--- config.mk ---
export PLATFORM = sky130hd
export DESIGN_NAME = axi_lite_master_ctrl
export DESIGN_NICKNAME = d
export VERILOG_FILES = /design/src/rtl/axi_lite_master_ctrl.sv
export SDC_FILE = /design/constraint.sdc
export NUM_CORES = 1
export LEC_CHECK = 0
export BUFFER_PORTS_ARGS = -buffer_cell sky130_fd_sc_hd__buf_2
export CELL_PAD_IN_SITES_DETAIL_PLACEMENT = 1
export CELL_PAD_IN_SITES_GLOBAL_PLACEMENT = 1
export CORE_MARGIN = 2
export CORE_UTILIZATION = 36
export CTS_BUF_LIST = sky130_fd_sc_hd__clkbuf_4 sky130_fd_sc_hd__clkbuf_8 sky130_fd_sc_hd__clkbuf_16
export DETAILED_ROUTE_END_ITERATION = 16
export GPL_TIMING_DRIVEN = 0
export PLACE_DENSITY = 0.81
export SLEW_MARGIN = 20
export SYNTH_ARGS = -nofsm -noshare
export SYNTH_HDL_FRONTEND = slang
export SYNTH_SLANG_ARGS = --single-unit
--- constraint.sdc ---
create_clock -name ACLK -period 2.7 [get_ports ACLK]
set_clock_uncertainty 0.15 [all_clocks]
set_input_delay 0.405 -clock ACLK [delete_from_list [all_inputs] [get_ports ACLK]]
set_output_delay 0.405 -clock ACLK [all_outputs]
set_load 0.005 [all_outputs]
--- src/rtl/axi_lite_master_ctrl.sv ---
// axi_lite_master_ctrl: single-outstanding AXI4-Lite master sequencer with cmd/rsp handshakes and a hang watchdog
module axi_lite_master_ctrl #(
    parameter int ADDR_WIDTH = 4,
    parameter int DATA_WIDTH = 32,
    parameter int TIMEOUT    = 256
) (
    input  logic                    ACLK,
    input  logic                    ARESETn,
    input  logic                    cmd_valid,
    output logic                    cmd_ready,
    input  logic                    cmd_write,
    input  logic [ADDR_WIDTH-1:0]   cmd_addr,
    input  logic [DATA_WIDTH-1:0]   cmd_wdata,
    input  logic [DATA_WIDTH/8-1:0] cmd_wstrb,
    output logic                    rsp_valid,
    input  logic                    rsp_ready,
    output logic                    rsp_write,
    output logic [DATA_WIDTH-1:0]   rsp_rdata,
    output logic [1:0]              rsp_resp,
    output logic                    rsp_timeout,
    output logic                    busy,
    output logic [ADDR_WIDTH-1:0]   AWADDR,
    output logic                    AWVALID,
    input  logic                    AWREADY,
    output logic [DATA_WIDTH-1:0]   WDATA,
    output logic [DATA_WIDTH/8-1:0] WSTRB,
    output logic                    WVALID,
    input  logic                    WREADY,
    output logic                    BREADY,
    input  logic                    BVALID,
    input  logic [1:0]              BRESP,
    output logic [ADDR_WIDTH-1:0]   ARADDR,
    output logic                    ARVALID,
    input  logic                    ARREADY,
    output logic                    RREADY,
    input  logic [DATA_WIDTH-1:0]   RDATA,
    input  logic                    RVALID,
    input  logic [1:0]              RRESP
);
    localparam int CW = TIMEOUT > 0 ? $clog2(TIMEOUT + 1) : 1;
    typedef enum logic [2:0] {IDLE, WR_ADDR_DATA, WR_RESP, RD_ADDR, RD_DATA, RSP} state_t;
    state_t state;
    logic [CW-1:0] cnt;
    logic aw_hs, w_hs, b_hs, ar_hs, r_hs, hs, aw_done, w_done, active, expire;
    assign aw_hs   = AWVALID && AWREADY;
    assign w_hs    = WVALID && WREADY;
    assign b_hs    = BREADY && BVALID;
    assign ar_hs   = ARVALID && ARREADY;
    assign r_hs    = RREADY && RVALID;
    assign hs      = aw_hs || w_hs || b_hs || ar_hs || r_hs;
    // a dropped VALID inside WR_ADDR_DATA means that channel already completed
    assign aw_done = !AWVALID || AWREADY;
    assign w_done  = !WVALID || WREADY;
    assign active  = state inside {WR_ADDR_DATA, WR_RESP, RD_ADDR, RD_DATA};
    assign expire  = (TIMEOUT != 0) && active && !hs && (cnt == CW'(TIMEOUT - 1));
    assign busy    = state != IDLE;
    always_ff @(posedge ACLK or negedge ARESETn) begin
        if (!ARESETn) begin
            state       <= IDLE;
            cnt         <= '0;
            cmd_ready   <= 1'b0;
            rsp_valid   <= 1'b0;
            rsp_write   <= 1'b0;
            rsp_rdata   <= '0;
            rsp_resp    <= 2'b00;
            rsp_timeout <= 1'b0;
            AWADDR      <= '0;
            AWVALID     <= 1'b0;
            WDATA       <= '0;
            WSTRB       <= '0;
            WVALID      <= 1'b0;
            BREADY      <= 1'b0;
            ARADDR      <= '0;
            ARVALID     <= 1'b0;
            RREADY      <= 1'b0;
        end else begin
            cnt <= (hs || !active) ? '0 : cnt + 1'b1;
            if (expire) begin
                state       <= RSP;
                AWVALID     <= 1'b0;
                WVALID      <= 1'b0;
                BREADY      <= 1'b0;
                ARVALID     <= 1'b0;
                RREADY      <= 1'b0;
                rsp_valid   <= 1'b1;
                rsp_write   <= state inside {WR_ADDR_DATA, WR_RESP};
                rsp_rdata   <= '0;
                rsp_resp    <= 2'b10;
                rsp_timeout <= 1'b1;
            end else begin
                case (state)
                    IDLE: begin
                        cmd_ready <= !(cmd_valid && cmd_ready);
                        if (cmd_valid && cmd_ready && cmd_write) begin
                            state   <= WR_ADDR_DATA;
                            AWADDR  <= cmd_addr;
                            WDATA   <= cmd_wdata;
                            WSTRB   <= cmd_wstrb;
                            AWVALID <= 1'b1;
                            WVALID  <= 1'b1;
                        end else if (cmd_valid && cmd_ready) begin
                            state   <= RD_ADDR;
                            ARADDR  <= cmd_addr;
                            ARVALID <= 1'b1;
                        end
                    end
                    WR_ADDR_DATA: begin
                        if (aw_hs) AWVALID <= 1'b0;
                        if (w_hs) WVALID <= 1'b0;
                        if (aw_done && w_done) begin
                            state  <= WR_RESP;
                            BREADY <= 1'b1;
                            cnt    <= '0;
                        end
                    end
                    WR_RESP: if (b_hs) begin
                        state       <= RSP;
                        BREADY      <= 1'b0;
                        rsp_valid   <= 1'b1;
                        rsp_write   <= 1'b1;
                        rsp_rdata   <= '0;
                        rsp_resp    <= BRESP;
                        rsp_timeout <= 1'b0;
                    end
                    RD_ADDR: if (ar_hs) begin
                        state   <= RD_DATA;
                        ARVALID <= 1'b0;
                        RREADY  <= 1'b1;
                        cnt     <= '0;
                    end
                    RD_DATA: if (r_hs) begin
                        state       <= RSP;
                        RREADY      <= 1'b0;
                        rsp_valid   <= 1'b1;
                        rsp_write   <= 1'b0;
                        rsp_rdata   <= RDATA;
                        rsp_resp    <= RRESP;
                        rsp_timeout <= 1'b0;
                    end
                    default: if (rsp_ready) begin
                        state     <= IDLE;
                        rsp_valid <= 1'b0;
                        cmd_ready <= 1'b1;
                    end
                endcase
            end
        end
    end
endmodule

==> impl_metrics.yaml, run 1 <==
outcome:
  run_status: "finished, final reports clean"
synthesis:
  yosysSeqAreaShare_pct: 58.7
  synth.avg_cell_area_um2: 11.4
  async_reset_ff_share_pct: 100
  ys_warn_count: 0
  synthFlopType: "dfrtp_1"
  yosysUniqueCellTypes: 49
  synth_cells: 371
  synth_edf_count: 0
  netlist_area_um2: 4220
  syn_nets: 459
  ys_seq_elements: 99
clock_network:
  cts_tree: "yes"
  post_cts_buffers: 0
  htreeDepth: 3
  clockRootBuffer: "clkbuf_16"
  clk_latency_ns: 0.34
  cts_buffer_depth: 2
  cts.sinks: 99
  cts_buffers: 9
  cts_resized: 0
  ctsHoldBuffers: 1
  clk_pin_slew_ns: 0.07
setup_path:
  worstPathArrival_ns: 2.39
  endpoint_kind: "flip-flop"
  crit_type: "reg2reg"
  cp_max_fo: 9
  r2r-start: "cnt[0]"
  cp_top_family: "compound AO/OA/AOI/OAI gates"
  cp_slowest_cell: "o41ai_2"
  critical_path.startpoint: "cnt[0]"
  critPathRequiredTime_ns: 2.74
  cpPeakStageDelay_ns: 0.84
  worst-path-buf-inv: 0
  cp-start-kind: "flip-flop"
  cp_cell_sequence: "ha_1 -> nand2_1 -> nor2_1 -> ha_1 -> o41ai_2 -> nor2_1"
layout:
  layout_commonest_cell: "buf_2"
  drive_gt1_share_pct: 38.9
  syn_to_final_growth_pct: 32.5
  n_antenna_cell: 0
  nNetsFinal: 645
  final_cell_mix: "185 x buf_2, 99 x dfrtp_1, 45 x nand2_1, 39 x nand3_1"
  fill_cells: 1348
power:
  power.switching_mw: 0.588
  pwr-share-clk_pct: 43.8
  powerDensity_nw_per_um2: 505
  power.internal_mw: 2.24
  swShare_pct: 20.8
  p_leak_nw: 3.05
  sequentialPowerShare_pct: 52.5
  vdd_ir_drop_max_mv: 0.239
  pwr-share-comb_pct: 3.7
detailed_routing:
  wl_per_cell_um: 17.0
  drt_iter0_drc: 186
  final_antenna_net_count: 0
  drc_errors: 0
  dr_total_vias: 3581
  dr.pass1.iters: 4
  vias_per_cell: 5.09
  routed_wl_um: 12000
timing:
  rsz0062_at_grt: "no"
  final.setup.tns_ns: 0
  max_slew_margin_pct: 41.1
  finalCriticalPeriod_ns: 2.35
  fin_crit_sh_pct: 87.2
  slew_violations: 0
  hold_violations: 0
  worst_pin_slew_ns: 0.874
  setup_viol: 0
  fmaxAchievable_ghz: 0.425
  whs_ns: 0.130
run:
  maxCapViolations: 0
global_route:
  grt_max_degree: 68
  grt_pass1_wl_um: 19600
  grt_pass1_vias: 3915
  antenna_found_initial: 0
  grt_overflow: 0
  grt_usage_pct: 19.4
floorplan:
  die_h_um: 112
  fp.dieW_um: 112
  rows: 39
  initial_utilization_pct: 37.0
  ioPinCount: 174
  core_area_um2: 11400
  design.die.area_um2: 12600
hold_path:
  hold_class: "in2reg"
  hold_start: "cmd_wdata[14]"
placed_design:
  port_buffers: 173
  gp_congestion: 0.799
  hpwl_um: 9080
==> power by group through the flow <==
stage / clock network (mW) / logic, mW / registers, mW
4_1_cts: 1.27 / 0.108 / 1.48
3_5_place_dp: 0 / 0.107 / 1.51
3_3_place_gp: 0 / 0.0958 / 1.51
2_1_floorplan: 0 / 0.00368 / 1.51
6_report: 1.24 / 0.106 / 1.48
5_1_grt: 1.31 / 0.119 / 1.48
==> flip-flops by register name, summed over array words and instances, names as in the netlist, 2 cells and up <==
register   count
ARADDR         4
AWADDR         4
WDATA         32
WSTRB          4
cnt            9
rsp_rdata     32
rsp_resp       2
state          3
==> cells by family after synthesis <==
family	share of synthesized area, %
AND/OR/NAND/NOR	14.3
flip-flops	58.7
multiplexers	12.2
XOR/XNOR	1.45
adder cells (fa/ha/maj)	0.593
buffers and inverters	3.05
AO/OA/AOI/OAI	9.72
==> layout make-up <==
cell class	instances	area (µm²)	share of cell area, %
inverters	5	18.8	0.336
repair buffers	175	910	16.3
well taps	143	179	3.20
plain buffers	23	110	1.97
clock buffers	13	274	4.90
clock inverters	2	10.0	0.179
multi-input cells	244	1610	28.9
flip-flops and latches	99	2480	44.3
==> cells in the mapped netlist, drive strengths merged (2+ instances only) <==
master,instances,share of area (%)
a22o,2,0.62
a211o,2,0.42
mux2,44,12
a21oi,38,4.6
nand2b,3,0.44
nor3b,2,0.36
clkbuf,9,0.80
nand4b,2,0.42
nand3b,2,0.36
buf,14,1.8
and4,2,0.42
a31oi,2,0.30
xor2,5,1.0
nand2,45,4.0
ha,2,0.59
nor4,2,0.30
nor3,4,0.71
xnor2,2,0.42
dfrtp,99,59
o41a,2,0.53
mux2i,2,0.47
inv,5,0.44
nor2,17,1.5
a31o,2,0.42
a311oi,2,0.42
nand3,39,4.6
o21ai,6,0.71
==> metal layers <==
| metal | vias to the layer above | GRT usage (%) | wire length (µm) |
|---|---|---|---|
| met5 | - | 0 | 0 |
| met4 | 0 | 8.62 | 329 |
| met3 | 24 | 2.86 | 489 |
| met2 | 94 | 34.5 | 6270 |
| met1 | 1783 | 23.3 | 4890 |
| li1 | 1680 | - | - |
==> per-stage QoR <==
step / instance area [µm²] / setup WS [ns] / utilization [%] / power (mW) / std cells
final: 5590 / 0.346 / 49.0 / 2.83 / 704
after global routing: 5590 / 0.106 / 49.0 / 2.91 / 704
after CTS: 5590 / 0.322 / 49.0 / 2.86 / 704
after detailed placement: 5300 / 0.306 / 46.4 / 1.62 / 688
after global placement: 5270 / 0.0658 / 46.1 / 1.61 / 687
after floorplan: 4220 / 0.697 / - / 1.51 / 371
==> worst paths after layout <==
path | depth (start not counted) | slack, ns | endpoint
max | 6 | 0.35 | cnt[5]
min | 2 | 0.13 | WDATA[14]
max reg2reg | 6 | 0.35 | cnt[5]
min reg2reg | 1 | 0.33 | ARADDR[1]
max in group asynchronous | 3 | 1.39 | rsp_rdata[29]
min in group asynchronous | 2 | 0.36 | WDATA[17]
(Power assumes the default switching activity.)
==> run 2: changes to the inputs <==
--- a/config.mk
+++ b/config.mk
@@ -13,8 +13,9 @@
 export CTS_BUF_LIST = sky130_fd_sc_hd__clkbuf_4 sky130_fd_sc_hd__clkbuf_8 sky130_fd_sc_hd__clkbuf_16
 export DETAILED_ROUTE_END_ITERATION = 16
 export GPL_TIMING_DRIVEN = 0
+export MAX_ROUTING_LAYER = met4
 export PLACE_DENSITY = 0.81
-export SLEW_MARGIN = 20
+export SLEW_MARGIN = 30
 export SYNTH_ARGS = -nofsm -noshare
 export SYNTH_HDL_FRONTEND = slang
 export SYNTH_SLANG_ARGS = --single-unit
==> impl_metrics.yaml, run 2 (same netlist as run 1, synthesis figures left out) <==
setup_path:
  reg2reg_depth: 6
  crit_type: "reg2reg"
  endpoint_kind: "flip-flop"
  cpPeakStageDelay_ns: 0.84
  cp_slowest_cell: "o41ai_2"
  cp_max_fo: 9
  critPathRequiredTime_ns: 2.74
  ff2ff_setup_slack_ns: 0.35
  cp-start-kind: "flip-flop"
  r2r-start: "cnt[0]"
  critical_path.startpoint: "cnt[0]"
  r2r_end: "cnt[5]"
  cp_cell_sequence: "ha_1 -> nand2_1 -> nor2_1 -> ha_1 -> o41ai_2 -> nor2_1"
  worstPathArrival_ns: 2.39
global_route:
  antenna_found_initial: 0
  grt_pass1_vias: 3902
  grt_max_degree: 68
  grt_pass1_wl_um: 19600
  grt_usage_pct: 20.1
  grt_overflow: 0
detailed_routing:
  vias_per_cell: 5.09
  final_antenna_net_count: 0
  drc_errors: 0
  routed_wl_um: 12000
  drt_iter0_drc: 205
  dr.pass1.iters: 4
  dr_total_vias: 3585
  wl_per_cell_um: 17.0
layout:
  reg_top3: "WDATA: 32 flops, rsp_rdata: 32 flops, cnt: 9 flops"
  drive_gt1_share_pct: 38.9
  final_cell_mix: "185 x buf_2, 99 x dfrtp_1, 45 x nand2_1, 39 x nand3_1"
  syn_to_final_growth_pct: 32.5
  final_util_pct: 49.0
  n_antenna_cell: 0
  layout_commonest_cell: "buf_2"
  fin_cells: 704
  nNetsFinal: 645
clock_network:
  clockRootBuffer: "clkbuf_16"
  htreeDepth: 3
  cts_resized: 0
  cts.sinks: 99
  clk_pin_slew_ns: 0.07
  cts_buffers: 9
  cts_buffer_depth: 2
  cts_tree: "yes"
  clk_latency_ns: 0.34
power:
  powerDensity_nw_per_um2: 505
  finalPower_mw: 2.83
  vdd_ir_drop_max_mv: 0.242
  p_leak_nw: 3.05
timing:
  setup_slack_ns: 0.346
  fmaxAchievable_ghz: 0.425
  final.setup.tns_ns: 0
  fin_crit_sh_pct: 87.2
  worst_pin_slew_ns: 0.875
  rsz0062_at_grt: "no"
  slew_violations: 0
  hold_violations: 0
  finalCriticalPeriod_ns: 2.35
  setup_viol: 0
  max_slew_margin_pct: 41.0
run:
  maxCapViolations: 0
hold_path:
  min_to: "WDATA[14]"
  hold_depth: 2
  hold_start: "cmd_wdata[14]"
  hold_class: "in2reg"
placed_design:
  port_buffers: 173
  place_inst: 688
  gp_congestion: 0.811
  hpwl_um: 9080
  post-place-ws_ns: 0.306
outcome:
  run_status: "finished, final reports clean"
floorplan:
  rows: 39
  ioPinCount: 174
  die_h_um: 112
  initial_utilization_pct: 37.0
  design.die.area_um2: 12600
  fp.dieW_um: 112
  core_area_um2: 11400
run 2: cell counts in the layout (fill, tap and decap cells not counted):
No cell type changed its count.
run 2: worst max-delay path by stage:
| stage | end | cells after the start |
|---|---|---|
| 6_report | cnt[5] | 6 |
| 2_1_floorplan | cnt[2] | 6 |
| 4_1_cts | cnt[5] | 6 |
| 3_5_place_dp | cnt[5] | 6 |
| 5_1_grt | cnt[6] | 6 |
| 3_3_place_gp | rsp_rdata[9] | 1 |
run 2: worst max-delay path: cells and delay by family (launching register included):
| kind | cells | cell delay (ns) |
|---|---|---|
| fa+ha+maj | 2 | 0.50 |
| compound gates | 1 | 0.84 |
| simple gates | 3 | 0.29 |
| flops | 1 | 0.43 |
run 2: power breakdown:
part	leakage [nW]	switching [mW]	internal, mW
clock network	0.145	0.534	0.703
registers	1.36	0	1.48
logic	1.54	0.0540	0.0515
total	3.05	0.588	2.24
run 2: cell type report:
type                       count  area, µm²
sequential                    99       2480
multi-input combinational    244       1610
buffer                        23        110
clock inverter                 2       10.0
tap                          143        179
fill                        1348       5830
timing repair buffer         175        910
inverter                       5       18.8
clock buffer                  13        274
run 2: metrics by stage:
step / hold WS (ns) / area [µm²]
after global placement: 0.309 / 5270
after CTS: 0.122 / 5590
after global routing: 0.123 / 5590
final: 0.129 / 5590
after floorplan: -0.0406 / 4220
after detailed placement: 0.164 / 5300
run 2: what timing repair did:
| item | in CTS | in global routing |
|---|---|---|
| endpoints found under the setup margin | 0 | 0 |
| endpoints found under the hold margin | 32 | 0 |
| hold buffers | 1 | 0 |
| setup buffers | 0 | 0 |
run 2: layer usage:
| metal | share of wire (%) | vias to the layer above | global-route usage, % | wire (µm) |
|---|---|---|---|---|
| met3 | 3.9 | 23 | 3.02 | 470 |
| met2 | 52 | 90 | 34.3 | 6280 |
| met4 | 2.8 | 0 | 8.62 | 330 |
| met5 | 0 | - | - | 0 |
| li1 | - | 1680 | - | - |
| met1 | 41 | 1792 | 23.7 | 4900 |
